[src/rtl/alu_share_arb.sv]
// alu_share_arb: shares one external 4-bit ALU among N requesters over a valid/ready response channel
// Ports: clk, rst (sync, active-high); req_valid/req_ready (one-hot grant), req_func/req_a/req_b (packed per requester);
//        alu_func/alu_a/alu_b to the ALU, alu_result/alu_cout/alu_overflow from it;
//        rsp_valid/rsp_ready, rsp_id, rsp_result, rsp_flags {overflow, cout, zero}; busy in EXEC or RESP.
// Build option: define ALU_SHARE_ARB_RR_EN for round-robin arbitration, otherwise fixed priority (lowest index wins).
module alu_share_arb #(
  parameter int N       = 4,
  parameter int IDW     = 2,
  parameter int ALU_LAT = 1
) (
  input  logic             clk,
  input  logic             rst,
  input  logic [N-1:0]     req_valid,
  output logic [N-1:0]     req_ready,
  input  logic [3*N-1:0]   req_func,
  input  logic [4*N-1:0]   req_a,
  input  logic [4*N-1:0]   req_b,
  output logic [2:0]       alu_func,
  output logic [3:0]       alu_a,
  output logic [3:0]       alu_b,
  input  logic [3:0]       alu_result,
  input  logic             alu_cout,
  input  logic             alu_overflow,
  output logic             rsp_valid,
  input  logic             rsp_ready,
  output logic [IDW-1:0]   rsp_id,
  output logic [3:0]       rsp_result,
  output logic [2:0]       rsp_flags,
  output logic             busy
);
  localparam int CW = $clog2(ALU_LAT + 1);
  typedef enum logic [1:0] {IDLE, EXEC, RESP} state_t;
  state_t         r_state;
  logic [CW-1:0]  r_cnt;
  logic [IDW-1:0] r_id;
  logic [2:0]     r_func;
  logic [3:0]     r_a;
  logic [3:0]     r_b;
  logic [3:0]     r_res;
  logic [2:0]     r_flags;
  logic [IDW-1:0] w_gnt;
  logic           w_xfer;
`ifdef ALU_SHARE_ARB_RR_EN
  logic [IDW-1:0] r_ptr;
`endif
  // Descending scan so the first valid index in search order is the one left standing.
  always_comb begin
    w_gnt = '0;
    for (int k = N - 1; k >= 0; k--)
`ifdef ALU_SHARE_ARB_RR_EN
      if (req_valid[(int'(r_ptr) + k) % N]) w_gnt = IDW'((int'(r_ptr) + k) % N);
`else
      if (req_valid[k]) w_gnt = IDW'(k);
`endif
  end
  assign req_ready  = (r_state == IDLE && !rst && |req_valid) ? N'(1) << w_gnt : '0;
  assign w_xfer     = |(req_valid & req_ready);
  assign alu_func   = r_func;
  assign alu_a      = r_a;
  assign alu_b      = r_b;
  assign rsp_valid  = r_state == RESP;
  assign rsp_id     = r_id;
  assign rsp_result = r_res;
  assign rsp_flags  = r_flags;
  assign busy       = r_state != IDLE;
  always_ff @(posedge clk) begin
    if (rst) begin
      r_state <= IDLE;
      r_cnt   <= '0;
      r_id    <= '0;
      r_func  <= '0;
      r_a     <= '0;
      r_b     <= '0;
      r_res   <= '0;
      r_flags <= '0;
`ifdef ALU_SHARE_ARB_RR_EN
      r_ptr   <= '0;
`endif
    end else begin
      case (r_state)
        IDLE: if (w_xfer) begin
          r_func  <= req_func[3*int'(w_gnt) +: 3];
          r_a     <= req_a[4*int'(w_gnt) +: 4];
          r_b     <= req_b[4*int'(w_gnt) +: 4];
          r_id    <= w_gnt;
          r_cnt   <= CW'(ALU_LAT);
          r_state <= EXEC;
`ifdef ALU_SHARE_ARB_RR_EN
          r_ptr   <= (w_gnt == IDW'(N - 1)) ? '0 : w_gnt + 1'b1;
`endif
        end
        EXEC: begin
          r_cnt <= r_cnt - 1'b1;
          if (r_cnt == CW'(1)) begin
            r_res   <= alu_result;
            r_flags <= {alu_overflow, alu_cout, alu_result == 4'd0};
            r_state <= RESP;
          end
        end
        RESP: if (rsp_ready) r_state <= IDLE;
        default: r_state <= IDLE;
      endcase
    end
  end
endmodule

[config.mk]
export PLATFORM = sky130hd
export DESIGN_NAME = alu_share_arb
export DESIGN_NICKNAME = d
export VERILOG_FILES = /design/src/rtl/alu_share_arb.sv
export SDC_FILE = /design/constraint.sdc
export NUM_CORES = 1
export LEC_CHECK = 0
export ABC_AREA = 1
export BUFFER_PORTS_ARGS = -buffer_cell sky130_fd_sc_hd__buf_2
export CORE_MARGIN = 1.5
export CORE_UTILIZATION = 43
export CTS_BUF_LIST = sky130_fd_sc_hd__clkbuf_16
export CTS_CLUSTER_DIAMETER = 150
export DETAILED_ROUTE_END_ITERATION = 6
export GPL_ROUTABILITY_DRIVEN = 1
export GPL_TIMING_DRIVEN = 0
export MAX_ROUTING_LAYER = met4
export PLACE_DENSITY = 0.8
export SYNTH_ARGS = -nofsm -noshare
export SYNTH_HDL_FRONTEND = slang
export SYNTH_SLANG_ARGS = --single-unit
export TNS_END_PERCENT = 20
[constraint.sdc]
create_clock -name clk -period 1.4 [get_ports clk]
set_input_delay 0.14 -clock clk [delete_from_list [all_inputs] [get_ports clk]]
set_output_delay 0.14 -clock clk [all_outputs]
set_load 0.01 [all_outputs]
==> load_flow_metrics.sql, run 1 <==
INSERT INTO impl_metrics (metric_group, metric, value, unit) VALUES
('finish', 'areaGrowthSynthToFinish', '43.7', '%'),
('worst_setup_path', 'critPathMaxFanout', '6', ''),
('logic_synthesis', 'synth-edff-count', '0', ''),
('global_routing', 'gr-total-overflow', '0', ''),
('worst_setup_path', 'critical_path.reg2reg.endpoint', 'alu_func[0]', ''),
('worst_setup_path', 'critical_path_class', 'reg2out', ''),
('route', 'detail_route.iter0.violations', '48', ''),
('logic_synthesis', 'synthesis.yosys.warnings', '0', ''),
('global_routing', 'grt_first_pass_wirelength', '5.86', 'mm'),
('finish', 'layout.cell_area.non_filler', '1950', 'µm²'),
('worst_setup_path', 'critPathCaptureType', 'output pin', ''),
('route', 'via_count_normalized_by_instance_count', '4.90', ''),
('hold_path', 'worst_hold_startpoint', 'alu_cout', ''),
('route', 'route.vias.total', '1662', ''),
('global_routing', 'grt_start_max_net_pins', '13', ''),
('logic_synthesis', 'top_cells_by_instance_count_after_synthesis', 'sky130_fd_sc_hd__nand3_1 (45), sky130_fd_sc_hd__nand2_1 (28), sky130_fd_sc_hd__nor2_1 (28), sky130_fd_sc_hd__dfxtp_1 (23), sky130_fd_sc_hd__inv_1 (21)', ''),
('finish', 'fillCellCount', '279', ''),
('sta', 'finalHoldViolCount', '0', ''),
('cts', 'clockBufferDepth', '2', ''),
('cts', 'ctsRootBufferMaster', 'sky130_fd_sc_hd__clkbuf_16', ''),
('sta', 'worst_slew_pin_slew', '0.366', 'ns'),
('sta', 'slew_headroom', '75.6', '%'),
('finish', 'finish.utilization', '64.5', '%'),
('cts', 'tritoncts.num_buffers', '3', ''),
('route', 'routed_wirelength', '3.68', 'mm'),
('cts', 'clock_tree.htree_level_count', '1', ''),
('logic_synthesis', 'most_frequent_cell_after_synthesis', 'sky130_fd_sc_hd__nand3_1', ''),
('run', 'maxCapViolations', '0', ''),
('sta', 'whs', '0.133', 'ns'),
('route', 'remaining_drc_errors', '0', ''),
('logic_synthesis', 'synth_seq_area_share', '33.9', '%'),
('global_routing', 'initial_antenna_violation_count', '0', ''),
('sta', 'rsz0062_at_grt', 'true', ''),
('worst_setup_path', 'timing.rr.start', 'r_state[0]', ''),
('worst_setup_path', 'worst_r2r_path_depth', '9', ''),
('hold_path', 'worst_hold_path_depth', '3', ''),
('outcome', 'violated_checks', 'setup timing', ''),
('power', 'cell_pwr_density', '937', 'nW/µm²'),
('floorplan', 'horiz_die_dim', '59.2', 'µm'),
('global_routing', 'grt_util_met1', '28.3', '%'),
('logic_synthesis', 'async_reset_ff_share', '0', '%'),
('outcome', 'status', 'complete, but fails checks', ''),
('route', 'drt_first_pass_iters', '6', ''),
('sta', 'timing.fmax', '710', 'MHz'),
('logic_synthesis', 'ys_ff_latch', '23', ''),
('cts', 'cts_tree', 'built', ''),
('cts', 'worstSkewPairLatency', '0.26', 'ns'),
('logic_synthesis', 'top_cell_type_by_total_area_after_synthesis', 'sky130_fd_sc_hd__dfxtp_1', ''),
('power', 'worst_ir_drop_vdd', '656', 'µV'),
('worst_setup_path', 'cp_data_arrival_time', '1.27', 'ns'),
('sta', 'setup_viol_count_final', '1', ''),
('global_routing', 'first_global_vias', '1449', ''),
('worst_setup_path', 'required', '1.26', 'ns'),
('place', 'port_buffers', '81', ''),
('floorplan', 'floorplan.initialDensity', '44.9', '%'),
('route', 'routed_wire_length_per_instance', '10.9', 'µm'),
('global_routing', 'grt.met3_usage', '2.18', '%'),
('global_routing', 'global_route.usage.met2', '34.7', '%'),
('logic_synthesis', 'leading_cell_types_by_total_area_after_synthesis', 'sky130_fd_sc_hd__dfxtp_1 (34%), sky130_fd_sc_hd__nand3_1 (17%), sky130_fd_sc_hd__nand2_1 (7.7%), sky130_fd_sc_hd__nor2_1 (7.7%), sky130_fd_sc_hd__inv_1 (5.8%)', ''),
('sta', 'setup_slack', '-0.00926', 'ns'),
('power', 'p_leak', '0.00105', 'µW'),
('finish', 'drive_above_1_share', '39.0', '%'),
('logic_synthesis', 'syn_inst', '209', ''),
('cts', 'cts_num_sinks', '23', ''),
('finish', 'regArea', '463', 'µm²'),
('sta', 'worst_clock_skew', '0.00317', 'ns'),
('floorplan', 'floorplan.io_pins', '83', ''),
('logic_synthesis', 'post_synth_instance_area', '1360', 'µm²'),
('logic_synthesis', 'syn_nets', '266', ''),
('sta', 'timing_max_transition_violations_final', '0', ''),
('finish', 'multi_input_gate_area_in_the_final_layout', '756', 'µm²');
## timing repair
action,4_1_cts,5_1_grt
setup endpoints to repair,4,14
pin swaps,4,3
setup buffers,2,1
resized for setup,3,9
## how the worst max path moves through the flow
stage / startpoint / to / cells past startpoint
after floorplan: r_state[0] / req_ready[0] / 6
after global placement: r_state[0] / req_ready[0] / 7
after detailed placement: r_state[0] / req_ready[2] / 7
after CTS: r_state[0] / req_ready[3] / 6
after global routing: r_state[1] / req_ready[0] / 6
final: r_state[0] / req_ready[0] / 6
## where the power goes
group / internal [µW] / leakage (µW) / total (µW) / switching (µW)
registers: 711 / 0.000190 / 739 / 28.0
clock network: 381 / 0.0000423 / 605 / 224
logic: 214 / 0.000815 / 485 / 271
total: 1310 / 0.00105 / 1830 / 523
## kinds of logic (layout without fill, tap and decap cells)
logic type | after synthesis | in the layout | synth area share (%)
flops | 23 | 23 | 33.9
buf+inv | 37 | 123 | 13.0
compound gates | 24 | 24 | 9.12
simple gates | 125 | 125 | 44.0
## metal layers
layer  routed length, µm  vias to the layer above
met5                   0                        -
li1                    -                      866
met4                  74                        0
met3                 210                        6
met1                1680                      720
met2                1720                       70
## layout by cell type, fill, tap and decap left out, types with 2 or more instances in the layout
| cell type | synthesis | layout |
|---|---|---|
| sky130_fd_sc_hd__nand2_4 | 2 | 3 |
| sky130_fd_sc_hd__dfxtp_2 | 0 | 2 |
| sky130_fd_sc_hd__a21oi_1 | 9 | 9 |
| sky130_fd_sc_hd__buf_6 | 2 | 3 |
| sky130_fd_sc_hd__o21ai_1 | 7 | 7 |
| sky130_fd_sc_hd__nor2_1 | 28 | 28 |
| sky130_fd_sc_hd__buf_4 | 3 | 5 |
| sky130_fd_sc_hd__nor3_1 | 5 | 2 |
| sky130_fd_sc_hd__nand3_1 | 45 | 45 |
| sky130_fd_sc_hd__dfxtp_1 | 23 | 21 |
| sky130_fd_sc_hd__nand4_1 | 11 | 11 |
| sky130_fd_sc_hd__buf_2 | 7 | 86 |
| sky130_fd_sc_hd__clkbuf_16 | 0 | 3 |
| sky130_fd_sc_hd__o21ai_0 | 7 | 7 |
| sky130_fd_sc_hd__nor2_4 | 1 | 2 |
| sky130_fd_sc_hd__nand2_1 | 28 | 27 |
| sky130_fd_sc_hd__inv_4 | 1 | 2 |
| sky130_fd_sc_hd__nand2_2 | 2 | 2 |
| sky130_fd_sc_hd__inv_2 | 2 | 2 |
| sky130_fd_sc_hd__nor3_2 | 0 | 2 |
| sky130_fd_sc_hd__inv_1 | 21 | 21 |
## flip-flops by register name, summed over array words and instances (netlist names)
name,count
alu_func,3
r_state,2
r_cnt,1
rsp_result,4
alu_a,4
alu_b,4
rsp_flags,3
rsp_id,2
## per-stage QoR
stage	TNS, ns	setup WS [ns]	std cells	power (µW)
4_1_cts	0	0.00518	339	1800
2_1_floorplan	0	0.0972	209	1020
6_report	-0.00926	-0.00926	339	1830
3_5_place_dp	0	0.0559	334	1200
3_3_place_gp	0	0.0694	334	1200
5_1_grt	-0.0472	-0.0472	339	1920
## critical path, cell delays in order, from the launching register on
cell                      delay [ns]
sky130_fd_sc_hd__dfxtp_2        0.33
sky130_fd_sc_hd__inv_2          0.06
sky130_fd_sc_hd__nand2_4        0.06
sky130_fd_sc_hd__nor2_4         0.12
sky130_fd_sc_hd__nand2_4        0.11
sky130_fd_sc_hd__nor3_4         0.18
sky130_fd_sc_hd__buf_2          0.15
## cell type report
| type | count | area share, % |
|---|---|---|
| multi-input cells | 149 | 38.7 |
| flip-flops and latches | 23 | 23.7 |
| repair buffers | 84 | 22.1 |
| inverters | 24 | 4.87 |
| clock buffers | 3 | 3.84 |
| plain buffers | 11 | 3.78 |
| well taps | 44 | 2.82 |
| clock inverters | 1 | 0.192 |
No activity file was read; power rests on OpenSTA's default activity.
==> run 2, diff against run 1 <==
- PLACE_DENSITY: 0.8 -> 0.81
==> load_flow_metrics.sql, run 2 (synthesis gave the netlist of run 1 again) <==
INSERT INTO impl_metrics (metric_group, metric, value, unit) VALUES
('cts', 'postCtsHoldBufs', '0', ''),
('cts', 'cts.clk_slew.worst_paths', '0.06', 'ns'),
('route', 'via_count_normalized_by_instance_count', '4.79', ''),
('global_routing', 'grt_first_pass_wirelength', '5.89', 'mm'),
('finish', 'areaGrowthSynthToFinish', '41.9', '%'),
('finish', 'finish.net_count', '351', ''),
('floorplan', 'floorplan.initialDensity', '44.9', '%'),
('route', 'route.vias.total', '1614', ''),
('route', 'routed_wirelength', '3.53', 'mm'),
('cts', 'tritoncts.num_buffers', '3', ''),
('route', 'detail_route.iter0.violations', '49', ''),
('worst_setup_path', 'cp.buffers_inverters', '2', ''),
('place', 'preCtsSetupSlack', '0.0605', 'ns'),
('power', 'clock_power_share', '33.1', '%'),
('worst_setup_path', 'critPathMaxFanout', '7', ''),
('global_routing', 'grt_start_max_net_pins', '13', ''),
('worst_setup_path', 'r2r_setup_slack', '0.10', 'ns'),
('power', 'power.internal', '1300', 'µW'),
('worst_setup_path', 'timing.critical_path.slowest_stage_cell', 'sky130_fd_sc_hd__dfxtp_2', ''),
('worst_setup_path', 'critical_path_class', 'reg2out', ''),
('power', 'seqPwrFrac', '41.0', '%'),
('floorplan', 'core_region_area', '3030', 'µm²'),
('route', 'routed_wire_length_per_instance', '10.5', 'µm'),
('global_routing', 'globalRouteTotalUtil', '22.3', '%'),
('finish', 'drive_above_1_share', '38.2', '%'),
('power', 'p_leak', '0.00104', 'µW'),
('finish', 'antenna_cells_inserted', '0', ''),
('global_routing', 'first_global_vias', '1442', ''),
('sta', 'setup_viol_count_final', '0', ''),
('route', 'remaining_drc_errors', '0', ''),
('power', 'power.share.combinational', '25.8', '%'),
('worst_setup_path', 'cp-start-kind', 'register', ''),
('hold_path', 'hold_class', 'in2reg', ''),
('power', 'switching_share', '28.1', '%'),
('sta', 'slew_headroom', '76.1', '%'),
('cts', 'worstSkewPairLatency', '0.25', 'ns'),
('place', 'port_buffers', '81', ''),
('cts', 'cts_num_sinks', '23', ''),
('worst_setup_path', 'critPathCaptureType', 'output pin', ''),
('power', 'power.total', '1800', 'µW'),
('worst_setup_path', 'cp_data_arrival_time', '1.23', 'ns'),
('place', 'postPlaceCellArea', '1820', 'µm²'),
('finish', 'layout_commonest_cell', 'sky130_fd_sc_hd__buf_2', ''),
('sta', 'worst_clock_skew', '0.00243', 'ns'),
('cts', 'clock_tree.htree_level_count', '1', ''),
('power', 'cell_pwr_density', '935', 'nW/µm²'),
('floorplan', 'floorplan.io_pins', '83', ''),
('run', 'maxCapViolations', '0', ''),
('cts', 'cts_tree', 'built', ''),
('floorplan', 'placementRows', '20', ''),
('worst_setup_path', 'path_cells', 'inv_1 > nand2_2 > nor2_4 > nand2_4 > nor3_2 > buf_2', ''),
('cts', 'ctsRootBufferMaster', 'sky130_fd_sc_hd__clkbuf_16', ''),
('finish', 'layout.cell_area.non_filler', '1930', 'µm²'),
('sta', 'worst_slew_pin_slew', '0.358', 'ns'),
('global_routing', 'initial_antenna_violation_count', '0', ''),
('route', 'drt_first_pass_iters', '4', ''),
('outcome', 'status', 'finished clean', ''),
('route', 'detail-route-antenna-nets', '0', ''),
('power', 'worst_ir_drop_vdd', '432', 'µV'),
('floorplan', 'horiz_die_dim', '59.2', 'µm'),
('power', 'switching_power', '507', 'µW'),
('sta', 'timing_max_transition_violations_final', '0', ''),
('sta', 'timing.fmax', '732', 'MHz'),
('cts', 'clockBufferDepth', '2', ''),
('place', 'gp_congestion', '0.788', ''),
('worst_setup_path', 'required', '1.26', 'ns'),
('global_routing', 'gr-total-overflow', '0', ''),
('sta', 'setup_slack', '0.0347', 'ns'),
('place', 'detailed_place_hpwl', '2.78', 'mm'),
('sta', 'finalHoldViolCount', '0', ''),
('worst_setup_path', 'critical_path.top_delay_family', 'simple AND/OR/NAND/NOR gates', ''),
('floorplan', 'die_area', '3510', 'µm²'),
('finish', 'most-common-layout-cells', 'sky130_fd_sc_hd__buf_2 (86), sky130_fd_sc_hd__nand3_1 (45), sky130_fd_sc_hd__nor2_1 (28)', ''),
('worst_setup_path', 'timing.critical_path.slowest_cell_delay', '0.33', 'ns'),
('sta', 'post-route-min-period', '1.37', 'ns'),
('sta', 'post-route-period-util', '97.5', '%'),
('floorplan', 'die_h', '59.2', 'µm'),
('sta', 'rsz0062_at_grt', 'true', '');
==> run 2: cell count changes in the layout (fill, tap and decap cells not counted), sizes merged <==
cell,change
buf,-2
==> run 2: metal layers <==
layer / vias to the layer above / GRT usage, % / share of wire, %
met2: 63 / 36.3 / 47
li1: 860 / - / -
met5: - / - / 0
met4: 0 / 7.47 / 1.2
met1: 687 / 27.9 / 46
met3: 4 / 3.71 / 6.3
==> run 2: metrics by stage <==
step | TNS (ns) | std cells | util (%) | hold slack, ns
2_1_floorplan | 0 | 209 | - | 0.285
3_3_place_gp | 0 | 334 | 60.1 | 0.397
3_5_place_dp | 0 | 334 | 60.1 | 0.396
4_1_cts | 0 | 338 | 63.4 | 0.134
5_1_grt | -0.0527 | 337 | 63.7 | 0.137
6_report | 0 | 337 | 63.7 | 0.136
==> run 2: worst reg2reg max path, cell delays in order (launching register included) <==
cell and delay (ns):
sky130_fd_sc_hd__dfxtp_2 0.34, sky130_fd_sc_hd__inv_1 0.05, sky130_fd_sc_hd__nand2_2 0.09, sky130_fd_sc_hd__nor2_4 0.05, sky130_fd_sc_hd__nand2_4 0.13, sky130_fd_sc_hd__buf_6 0.16, sky130_fd_sc_hd__inv_4 0.05, sky130_fd_sc_hd__buf_6 0.13
sky130_fd_sc_hd__o21ai_1 0.13, sky130_fd_sc_hd__nor2_1 0.06
==> run 2: repair_timing <==
item | CTS | global route
endpoints found under the setup margin | 4 | 12
pin swaps | 3 | 3
gates resized for setup | 5 | 3
buffers inserted | 1 | 0
==> run 2: worst paths after layout <==
kind | startpoint | endpoint | depth (start not counted)
worst max-delay path | r_state[0] | req_ready[1] | 6
worst min-delay path | alu_cout | rsp_flags[1] | 3
worst max register to register | r_state[0] | alu_a[1] | 9
worst min register to register | rsp_result[2] | rsp_result[2] | 2
==> run 2: power by group through the flow <==
stage | Combinational (µW) | Clock, µW | Sequential (µW)
floorplan | 248 | 0 | 773
global placement | 445 | 0 | 752
detailed placement | 451 | 0 | 752
CTS | 463 | 605 | 740
global route | 524 | 634 | 745
finish | 466 | 598 | 740
==> run 2: final cells by class <==
class	instances	area, µm²
tap	44	55.1
timing repair buffer	82	417
clock buffer	3	75.1
clock inverter	1	3.75
sequential	23	462
buffer	11	73.8
inverter	24	92.6
multi-input combinational	149	749
fill	301	1100
